File: src/rtl/ccr_branch_unit.sv
// ccr_branch_unit: condition-code register and EX-stage branch resolver with interrupt flag save stack
// Ports: clk/rst (async active-high); alu_flag_in/flag_we per-bit CCR writes ([0]=Z,[1]=N,[2]=C);
//        ex_valid/br_type/br_target EX-stage branch; ret_valid/ret_pc popped return PC;
//        int_req flag-save pulse; stall pipeline hold; flags registered CCR;
//        br_taken/br_pc one-cycle redirect; flush squash of younger instructions.
// Optional: define BR_STATS_EN to add br_count, a saturating count of br_taken cycles.
module ccr_branch_unit #(
    parameter int PC_WIDTH     = 16,
    parameter int FLUSH_CYCLES = 2,
    parameter int SAVE_DEPTH   = 2
) (
    input  logic                clk,
    input  logic                rst,
    input  logic [2:0]          alu_flag_in,
    input  logic [2:0]          flag_we,
    input  logic                ex_valid,
    input  logic [2:0]          br_type,
    input  logic [PC_WIDTH-1:0] br_target,
    input  logic                ret_valid,
    input  logic [PC_WIDTH-1:0] ret_pc,
    input  logic                int_req,
    input  logic                stall,
    output logic [2:0]          flags,
    output logic                br_taken,
    output logic [PC_WIDTH-1:0] br_pc,
    output logic                flush
`ifdef BR_STATS_EN
    ,
    output logic [15:0]         br_count
`endif
);
    localparam int SPW = $clog2(SAVE_DEPTH + 1);
    typedef enum logic [1:0] {IDLE, WAIT_RET, FLUSH} state_t;
    state_t state, state_n;
    logic rti_q, rti_n;
    logic [2:0] cnt, cnt_n;
    logic [SPW-1:0] sp, sp_n;
    logic [2:0] stk [1<<SPW];
    logic [2:0] eff, flags_n;
    logic [1:0] bi;
    logic take, push;
    logic [PC_WIDTH-1:0] pc_n;
    always_comb begin
        state_n = state;
        rti_n   = rti_q;
        cnt_n   = cnt;
        sp_n    = sp;
        flags_n = flags;
        pc_n    = br_pc;
        take    = 1'b0;
        push    = 1'b0;
        eff     = (flag_we & alu_flag_in) | (~flag_we & flags);
        bi      = br_type[1:0] - 2'd1;
        if (!stall) begin
            case (state)
                IDLE: begin
                    if (ex_valid) begin
                        flags_n = eff;
                        if (br_type[2] == 1'b0 && br_type != 3'd0) begin
                            // a taken conditional consumes its flag, overriding any ALU write
                            if (eff[bi]) begin
                                flags_n[bi] = 1'b0;
                                take        = 1'b1;
                                pc_n        = br_target;
                            end
                        end else if (br_type == 3'd4 || br_type == 3'd5) begin
                            take = 1'b1;
                            pc_n = br_target;
                        end else if (br_type[2:1] == 2'b11) begin
                            state_n = WAIT_RET;
                            rti_n   = br_type[0];
                        end
                    end
                    // the saved value is the post-update CCR, so it sees the branch clear
                    push = int_req && (sp != SPW'(SAVE_DEPTH));
                end
                WAIT_RET: begin
                    if (ret_valid) begin
                        take = 1'b1;
                        pc_n = ret_pc;
                        if (rti_q && sp != '0) begin
                            flags_n = stk[sp - 1'b1];
                            sp_n    = sp - 1'b1;
                        end
                    end
                end
                FLUSH: begin
                    cnt_n = cnt - 1'b1;
                    if (cnt == 3'd0) state_n = IDLE;
                end
                default: state_n = IDLE;
            endcase
            // flush length is counted from the br_taken cycle, which is the first FLUSH cycle
            if (take) begin
                state_n = FLUSH;
                cnt_n   = 3'(FLUSH_CYCLES - 1);
            end
            if (push) sp_n = sp + 1'b1;
        end
    end
    always_ff @(posedge clk or posedge rst) begin
        if (rst) begin
            state    <= IDLE;
            rti_q    <= 1'b0;
            cnt      <= 3'd0;
            sp       <= '0;
            flags    <= 3'b000;
            br_taken <= 1'b0;
            br_pc    <= '0;
            flush    <= 1'b0;
        end else begin
            state    <= state_n;
            rti_q    <= rti_n;
            cnt      <= cnt_n;
            sp       <= sp_n;
            flags    <= flags_n;
            br_taken <= take;
            br_pc    <= pc_n;
            flush    <= stall ? flush : (state_n != IDLE);
        end
    end
    // stack contents need no reset: entries are always written before the pointer exposes them
    always_ff @(posedge clk) begin
        if (push) stk[sp] <= flags_n;
    end
`ifdef BR_STATS_EN
    always_ff @(posedge clk or posedge rst) begin
        if (rst) br_count <= 16'd0;
        else if (br_taken && br_count != 16'hFFFF) br_count <= br_count + 16'd1;
    end
`endif
endmodule

File: config.mk
export PLATFORM = sky130hd
export DESIGN_NAME = ccr_branch_unit
export DESIGN_NICKNAME = d
export VERILOG_FILES = /design/src/rtl/ccr_branch_unit.sv
export SDC_FILE = /design/constraint.sdc
export NUM_CORES = 1
export LEC_CHECK = 0
export BUFFER_PORTS_ARGS = -buffer_cell sky130_fd_sc_hd__buf_2
export CAP_MARGIN = 20
export CORE_ASPECT_RATIO = 0.6
export CORE_MARGIN = 2
export CORE_UTILIZATION = 51
export DETAILED_ROUTE_END_ITERATION = 8
export GPL_ROUTABILITY_DRIVEN = 0
export PLACE_DENSITY = 0.81
export SETUP_SLACK_MARGIN = 0.2
export SYNTH_ARGS = -nofsm -noshare
export SYNTH_HDL_FRONTEND = slang
export SYNTH_SLANG_ARGS = --single-unit
File: constraint.sdc
create_clock -name clk -period 2.6 [get_ports clk]
set_clock_uncertainty 0.15 [all_clocks]
set_input_delay 0.26 -clock clk [delete_from_list [all_inputs] [get_ports clk]]
set_output_delay 0.26 -clock clk [all_outputs]
set_load 0.01 [all_outputs]
==> results of run 1 <==
## per-stage QoR
stage          setup WS [ns]  total power [mW]  utilization, %  cell area (um^2)
2_1_floorplan          0.292              1.95               -              2290
3_3_place_gp           0.349              2.29            64.2              2690
3_5_place_dp           0.318              2.31            64.2              2690
4_1_cts                0.385              2.83            67.0              2810
5_1_grt                0.247              3.00            67.0              2810
6_report               0.382              2.81            67.0              2810
## state kept, by name, summed over array words and instances (netlist names)
register	cells
stk	12
br_pc	16
flags	3
br_taken	1
sp	2
rti_q	1
state	2
cnt	3
flush	1
## power groups by stage
stage               registers [mW]  clock network (mW)  logic, mW
floorplan                     1.15                   0      0.801
finish                        1.11               0.512       1.19
global placement              1.11                   0       1.18
detailed placement            1.11                   0       1.20
global route                  1.14               0.545       1.31
CTS                           1.11               0.520       1.20
## kinds of logic (layout without fill, tap and decap cells)
group | count (synthesis) | after routing | share of synthesized area, %
simple gates | 44 | 44 | 9.83
mux | 43 | 43 | 25.0
flops | 41 | 41 | 47.7
compound gates | 21 | 21 | 6.76
buf+inv | 17 | 88 | 3.57
fa+ha+maj | 10 | 10 | 5.49
xor+xnor | 4 | 4 | 1.54
other cells | 1 | 3 | 0.165
## routing by layer
metal  track usage (%)  vias up  wire, um
met5                 0        -         0
met2              26.5       32      1960
li1                  -      783         -
met3              4.88        4       244
met4              5.93        0        38
met1              27.0      778      2090
## worst max-delay path, cell delays in order, from the launching register on
cell,delay (ns)
dfrtp_1,0.41
inv_1,0.08
ha_1,0.20
nand3b_1,0.19
or4b_2,0.71
nor2b_1,0.14
a211o_1,0.18
## area by class of cell
class | instances | area share [%]
inverter | 8 | 1.07
clock buffer | 5 | 2.45
sequential | 41 | 38.7
multi-input combinational | 125 | 39.8
timing repair buffer | 72 | 13.8
clock inverter | 3 | 1.47
tap | 60 | 2.67
## worst min-delay path by stage
stage                     slack [ns]                    to       from
after floorplan                 0.19  br_pc[0]$_DFFE_PP0P_        rst
after global placement          0.20  br_pc[5]$_DFFE_PP0P_        rst
after detailed placement        0.21  br_pc[7]$_DFFE_PP0P_        rst
after CTS                       0.13    state[0]$_DFF_PP0_      stall
after global routing            0.16  br_pc[3]$_DFFE_PP0P_  ret_pc[3]
final                           0.14    state[0]$_DFF_PP0_      stall
## cell usage in the layout (no fill, tap or decap), types with 3 or more instances in the layout
cell type | synthesis | routed
nor2_1 | 7 | 7
and2_1 | 5 | 5
clkbuf_8 | 0 | 5
mux2_2 | 17 | 17
buf_4 | 0 | 3
mux2_4 | 16 | 16
dfrtp_1 | 29 | 29
conb_1 | 1 | 3
mux2i_1 | 7 | 7
inv_1 | 8 | 8
nand2b_1 | 4 | 4
nor2b_1 | 5 | 5
a211o_1 | 3 | 3
edfxtp_1 | 12 | 12
nand2_1 | 12 | 12
ha_1 | 10 | 10
buf_2 | 2 | 67
xnor2_1 | 3 | 3
o21ai_0 | 6 | 6
nor3_1 | 5 | 5
mux4_2 | 3 | 3
==> metrics, run 1 <==
Rows 18; Final nets 310; fmax 451 MHz; Initial DRC Count 73; DRT Pass-1 Iters 6; count of pins over their slew limit 0; status completed; placed insts 305; CTS tree yes; Yosys cell types 36; FF-to-FF setup slack 0.38 ns; routed vias/inst 5.09; Clk pwr share a little under a fifth; dominant cells by area after synthesis dfrtp_1, edfxtp_1, mux2_4, mux2_2, ha_1; Comb power frac 42.3%; post-synthesis register bit count 41; Critical Path End Type flip-flop; most frequent cells after synthesis dfrtp_1, mux2_2, mux2_4; Hold Violations, Final 0; CTS sink count 41; sw power 0.925 mW; area of all sequential standard cells 1090 um^2; total CTS buffers 5; worst min path class input port to flip-flop; first-pass GRT wire length 7.22 mm; sequential share of the synthesized area a little under half; asr flop ratio synth a little over two thirds; clk buf depth 2; Post-Route Setup TNS 0 ns; Final HPWL DP 3.18 mm; die width 90.3 um; VDD IR max 0.000469 V; Yosys top cell by area dfrtp_1; DRT Wirelength 4.34 mm; die span in y approximately 56 um; syn_area_per_cell 12.6 um^2; antenna cells 0; DR vias 1597; top_reg_cell synth dfrtp_1; PostCTS Resize Cnt 0; number of remaining DRC errors 0; Final ANT Viol Nets 0; Reg clk slew, reported paths 0.08 ns; internal power about 1.9 mW; initial antenna violation count 0; crit-path max FO 5; Setup crit end stk[2][1]$_DFFE_PP_; mapped cell area about 2300 um^2; H-tree level count 2; Flop pwr share between 30% and 40%; area delta synth->final 23.2%; grt ovf 0; fillers 335; critical path required time approximately 2.6 ns; crit share post-route 85.3%; pwr dens 999 nW/um^2; pin count of the biggest net entering global routing 30; Hold Path Cell Cnt 3; crit start category flip-flop; Final min period 2.22 ns; crit path DAT 2.21 ns; PortBufs 67; Post-CTS Setup Inserts 0; Cell Count, Final, Fillers Out 314; number of synthesized flops with an enable pin 12; IO Pins 68; Yosys Warn Count 0; core box area 4190 um^2; Post-CTS Hold Buffers 1; die area 5040 um^2; kind of critical path flip-flop to flip-flop; clk root buf clkbuf_8; layout cell share with drive strength beyond 1 a little under half; R2R Path End stk[2][1]$_DFFE_PP_; synthesized netlist cell count between 150 and 200; RSZ-0062 raised after global routing false; # setup viols final 0; sw frac 33.0%; Max-Cap Viols 0; CP startpoint sp[1]$_DFFE_PP0P_; Starting Density around 54%; multi-input combinational cell area roughly 1100 um^2; final hold slack 0.145 ns; Worst R2R Path Depth 6; number of global-route vias before repair between 1000 and 1500; Leak 1.34 nW; count leader, synth dfrtp_1; routed len/inst about 14 um; Skew-Pair Late Insertion Delay about 0.3 ns; launching point of the worst reg2reg path sp[1]$_DFFE_PP0P_; GRT Total Usage 18.4%; top cell type's share of synthesized area 31.9%
Note: power is estimated with default switching activity, not from simulation.
==> run 2: changes to the inputs <==
ABC_AREA = 1   (was not set)
==> metrics, run 2 <==
status completed; fillers 377 (+13%); die area 5210 um^2 (+3.5%); Cell Count, Final, Fillers Out 400 (+27%); Yosys Warn Count 0 (unchanged); Post-CTS Setup Inserts 0 (unchanged); die width 91.9 um (+1.7%); crit-path max FO 10 (+5); Largest Register br_pc; mapped cell area 2360 um^2 (+3.7%); sequential share of the synthesized area 46.0% (-1.7 points); Post-Route Setup TNS 0 ns (unchanged); dominant cells by area after synthesis dfrtp_1, edfxtp_1, nand2_1, mux2i_1, o21ai_2; number of synthesized flops with an enable pin 12 (unchanged); Comb power frac 40.5% (-1.8 points); worst min path class input port to flip-flop; routed vias/inst 4.93 (-3.2%); PortBufs 67 (unchanged); kind of critical path flip-flop to flip-flop; total CTS buffers 5 (unchanged); commonest non-fill, non-tap cells in the layout buf_2, nand2_1, inv_1; RSZ-0062 raised after global routing false; most common library cell in the layout ignoring fill and taps buf_2; IO Pins 68 (unchanged); VDD IR max 0.000848 V (+81%); HP Start br_target[1]; pin count of the biggest net entering global routing 36 (+20%); Initial DRC Count 93 (+27%); die span in y 56.7 um (+1.7%); layout cell share with drive strength beyond 1 32.9% (-14 points); count leader, synth nand2_1; Rows 19 (+1); DRT Wirelength 5.04 mm (+16%); routed len/inst 12.6 um (-8.8%); most frequent cells after synthesis nand2_1, inv_1, dfrtp_1; Final min period 2.21 ns (-0.00830 ns); antenna cells 0 (unchanged); DRT Pass-1 Iters 4 (-2); Largest regs br_pc x16, stk x12; Final ANT Viol Nets 0 (unchanged); number of remaining DRC errors 0 (unchanged); syn_area_per_cell 9.02 um^2 (-28%); critical path required time 2.49 ns (-0.10 ns); sw power 1.08 mW (+17%); Starting Density 52.3% (-2.1 points); fmax 453 MHz (+0.38%); H-tree level count 2 (unchanged); initial antenna violation count 0 (unchanged); Yosys top cell by area dfrtp_1; Hold Violations, Final 0 (unchanged); synthesized netlist cell count 262 (+45%); # setup viols final 0 (unchanged); crit path DAT 2.10 ns (-0.11 ns); CTS sink count 41 (unchanged); crit start category flip-flop; max reg flops 16 (unchanged); Yosys cell types 27 (-25%); post-synthesis register bit count 41 (unchanged); Pwr Total 2.79 mW (-0.66%); Clk pwr share 20.9% (+2.7 points); CTS tree yes; DR vias 1970 (+23%); Area after DPL 2750 um^2 (+2.3%); clk root buf clkbuf_8; Reg clk slew, reported paths 0.08 ns (about the same); crit share post-route 85.0% (-0.32 points); Final Cell Area 2900 um^2 (+3.2%); sw frac 38.7% (+5.8 points); internal power 1.71 mW (-9.2%); pwr dens 962 nW/um^2 (-3.7%); grt ovf 0 (unchanged); launching point of the worst reg2reg path sp[0]$_DFFE_PP0P_; CP startpoint sp[0]$_DFFE_PP0P_; clk buf depth 2 (unchanged); Final HPWL DP 3.84 mm (+21%); Final nets 393 (+27%); core box area 4520 um^2 (+7.8%); Skew-Pair Late Insertion Delay 0.30 ns (about the same); number of global-route vias before repair 1927 (+30%); final hold slack 0.0978 ns (-0.0467 ns); Critical Path End Type flip-flop; FF-to-FF setup slack 0.39 ns (about the same); placed insts 391 (+28%); count of pins over their slew limit 0 (unchanged); top cell type's share of synthesized area 30.7% (-1.1 points); GRT Total Usage 21.3% (+2.9 points); asr flop ratio synth 70.7% (unchanged); Leak 1.48 nW (+11%); first-pass GRT wire length 8.77 mm (+22%); Max-Cap Viols 0 (unchanged); area delta synth->final 22.6%; top_reg_cell synth dfrtp_1; Flop pwr share 38.6% (-0.9 points)
[run 2: changes by cell type in the layout (fill, tap and decap cells not counted), moves of 13 or more]
| cell | previous run | this run |
|---|---|---|
| nand2_1 | 12 | 65 |
| inv_1 | 8 | 30 |
| mux2_2 | 17 | 0 |
| mux2_4 | 16 | 0 |
| o21ai_2 | 0 | 16 |
| nor2_1 | 7 | 20 |
[run 2: kinds of logic (layout without fill, tap and decap cells)]
family          Yosys count  in the layout  share of synthesized area (%)
compound gates           42             42                           12.4
simple gates            110            110                           20.9
other cells               1              3                          0.159
buf+inv                  39            112                           7.31
xor+xnor                  3              3                           1.11
flops                    41             41                           46.0
fa+ha+maj                10             10                           5.30
mux                      16             16                           6.78
[run 2: through the flow]
stage	setup WS (ns)	util (%)
finish	0.390	64.1
detailed placement	0.335	60.9
floorplan	0.693	-
CTS	0.262	64.0
global route	0.223	64.1
global placement	0.474	60.9
[run 2: worst max-delay path, cell delays in order, from the launching register on]
cell,delay [ns]
dfrtp_2,0.47
inv_1,0.17
ha_2,0.43
nor2_1,0.06
o21ai_0,0.07
o21ai_0,0.13
o21ai_0,0.21
nand2_1,0.08
nand2_1,0.06
nand2_1,0.11
[run 2: repair_timing]
action	CTS	global route
endpoints found under the hold margin	29	0
setup endpoints to repair	0	14
gates resized for setup	0	2
hold buffers	1	0
[run 2: layer usage]
metal	track usage [%]	vias up	share of wire, %
met3	5.10	5	6.0
met1	30.4	912	48
met4	6.18	0	0.50
li1	-	998	-
met5	0	-	0
met2	32.6	55	46
[run 2: power groups by stage]
stage / logic (mW) / clock network (mW) / registers [mW]
after CTS: 1.13 / 0.592 / 1.08
after global routing: 1.28 / 0.615 / 1.11
final: 1.13 / 0.583 / 1.08
after global placement: 1.07 / 0 / 1.08
after detailed placement: 1.12 / 0 / 1.09
after floorplan: 0.704 / 0 / 1.13
[run 2: cell type report]
cell class / instances / area [um^2] / share of cell area (%)
repair buffers: 69 / 353 / 12.2
well taps: 63 / 78.8 / 2.72
clock inverters: 2 / 38.8 / 1.34
clock buffers: 6 / 93.8 / 3.24
flip-flops and latches: 41 / 1090 / 37.5
multi-input cells: 184 / 1110 / 38.4
inverters: 35 / 131 / 4.54
[run 2: path summary, 6_finish.rpt]
check | endpoint | cells after the start
setup / recovery | stk[3][2]$_DFFE_PP_ | 9
hold / removal | br_pc[1]$_DFFE_PP0P_ | 3
setup reg to reg | stk[3][2]$_DFFE_PP_ | 9
hold reg to reg | br_pc[11]$_DFFE_PP0P_ | 2
max in group asynchronous | sp[0]$_DFFE_PP0P_ | 4
min in group asynchronous | br_pc[13]$_DFFE_PP0P_ | 4
==> run 3: changes to the inputs <==
clock period = 2.2 ns   (was 2.6 ns; I/O delays follow)
==> metrics, run 3 (synthesis gave the netlist of run 2 again) <==
status completed; number of remaining DRC errors 0 (unchanged); met2 Resource Use GR 32.5% (-0.11 points); first-pass GRT wire length 8.33 mm (-5.0%); die area 5210 um^2 (unchanged); routed vias/inst 4.88 (-0.99%); area delta synth->final 22.9%; total CTS buffers 5 (unchanged); multi-input combinational cell area 1140 um^2 (+2.4%); Final min period 1.92 ns (-0.286 ns); met1 GRT Util 28.5% (-1.9 points); max reg flops 16 (unchanged); DRT Wirelength 5.07 mm (+0.62%); Largest regs br_pc x16, stk x12; critical path required time 2.04 ns (-0.45 ns); routed len/inst 12.5 um (-0.38%); CTS tree yes; antenna cells 0 (unchanged); pin count of the biggest net entering global routing 36 (unchanged); Max-Cap Viols 0 (unchanged); Pwr Total 3.18 mW (+14%); gr busiest metal met2; die width 91.9 um (unchanged); crit path DAT 1.77 ns (-0.33 ns); PortBufs 67 (unchanged); DR vias 1970 (unchanged); Skew-Pair Late Insertion Delay 0.30 ns (about the same); clk root buf clkbuf_8; Final ANT Viol Nets 0 (unchanged); H-tree level count 2 (unchanged); CTS sink count 41 (unchanged); crit start category flip-flop; placed insts 394 (+0.77%); DRT Pass-1 Iters 4 (unchanged); kind of critical path flip-flop to flip-flop; Critical Path End Type flip-flop; Final nets 397 (+1.0%); die span in y 56.7 um (unchanged); crit-path max FO 7 (-3); area of all sequential standard cells 1090 um^2 (-0.11%); GRT Total Usage 20.8% (-0.51 points); pwr dens 1100 nW/um^2 (+14%); IO Pins 68 (unchanged); Initial DRC Count 105 (+13%); GR met3 Demand/Resource 5.37% (+0.27 points); Cell Count, Final, Fillers Out 404 (+1.0%); crit share post-route 87.4% (+2.4 points); Post-Route Setup TNS 0 ns (unchanged); Largest Register br_pc; core box area 4520 um^2 (unchanged); fillers 383 (+1.6%); Rows 19 (unchanged); grt ovf 0 (unchanged); Hold Violations, Final 0 (unchanged); # setup viols final 0 (unchanged); Reg clk slew, reported paths 0.08 ns (about the same); final hold slack 0.0652 ns (-0.0326 ns); Leak 1.47 nW (-0.96%); layout cell share with drive strength beyond 1 33.7% (+0.79 points); number of global-route vias before repair 1823 (-5.4%); Starting Density 52.3% (unchanged); worst min path class input port to flip-flop; fmax 520 MHz (+15%); clk buf depth 2 (unchanged); Final HPWL DP 3.85 mm (+0.38%); RSZ-0062 raised after global routing true; most common library cell in the layout ignoring fill and taps buf_2; initial antenna violation count 0 (unchanged); commonest non-fill, non-tap cells in the layout buf_2, nand2_1, inv_1; VDD IR max 0.000651 V (-23%); count of pins over their slew limit 0 (unchanged)
## run 3: worst max-delay path, stage by stage, from the launching register on
cell	delay, ns
dfrtp_1	0.35
inv_1	0.08
buf_4	0.17
ha_1	0.22
nor2_1	0.21
nand3_2	0.19
nor2_2	0.24
## run 3: power by group
| part | total [mW] | switching, mW | internal [mW] |
|---|---|---|---|
| clock network | 0.480 | 0.260 | 0.220 |
| logic | 1.46 | 0.879 | 0.578 |
| registers | 1.25 | 0.159 | 1.09 |
## run 3: per-layer routing
metal | part of all wire [%] | wire (um)
met5 | 0 | 0
met2 | 47 | 2360
met3 | 5.1 | 261
met1 | 47 | 2380
met4 | 1.3 | 64
## run 3: per-stage QoR
stage / setup slack [ns] / util, % / instance area, um^2
CTS: 0.216 / 63.5 / 2870
finish: 0.277 / 64.3 / 2900
floorplan: 0.293 / - / 2370
global placement: 0.259 / 61.4 / 2770
global route: 0.165 / 64.3 / 2900
detailed placement: 0.168 / 61.4 / 2770
## run 3: area by class of cell
cell class / count / share of cell area (%)
clock buffer: 6 / 2.50
clock inverter: 2 / 0.388
inverter: 35 / 4.53
multi-input combinational: 184 / 39.3
sequential: 41 / 37.4
tap: 63 / 2.72
timing repair buffer: 73 / 13.2
## run 3: timing repair
action / in CTS / in global routing
buffers inserted: 0 / 1
endpoints found under the hold margin: 29 / 0
gates resized for setup: 0 / 6
endpoints found under the setup margin: 0 / 25
hold buffers: 1 / 0
## run 3: worst paths after layout
| kind | start | endpoint | slack [ns] | depth (start not counted) |
|---|---|---|---|---|
| hold / removal | br_target[3] | br_pc[3]$_DFFE_PP0P_ | 0.07 | 3 |
| max in group asynchronous | rst | rti_q$_DFFE_PP0P_ | 1.24 | 4 |
| setup reg to reg | sp[0]$_DFFE_PP0P_ | stk[3][2]$_DFFE_PP_ | 0.28 | 6 |
| setup / recovery | sp[0]$_DFFE_PP0P_ | stk[3][2]$_DFFE_PP_ | 0.28 | 6 |
| hold reg to reg | br_pc[11]$_DFFE_PP0P_ | br_pc[11]$_DFFE_PP0P_ | 0.33 | 2 |
| min in group asynchronous | rst | sp[0]$_DFFE_PP0P_ | 0.38 | 4 |
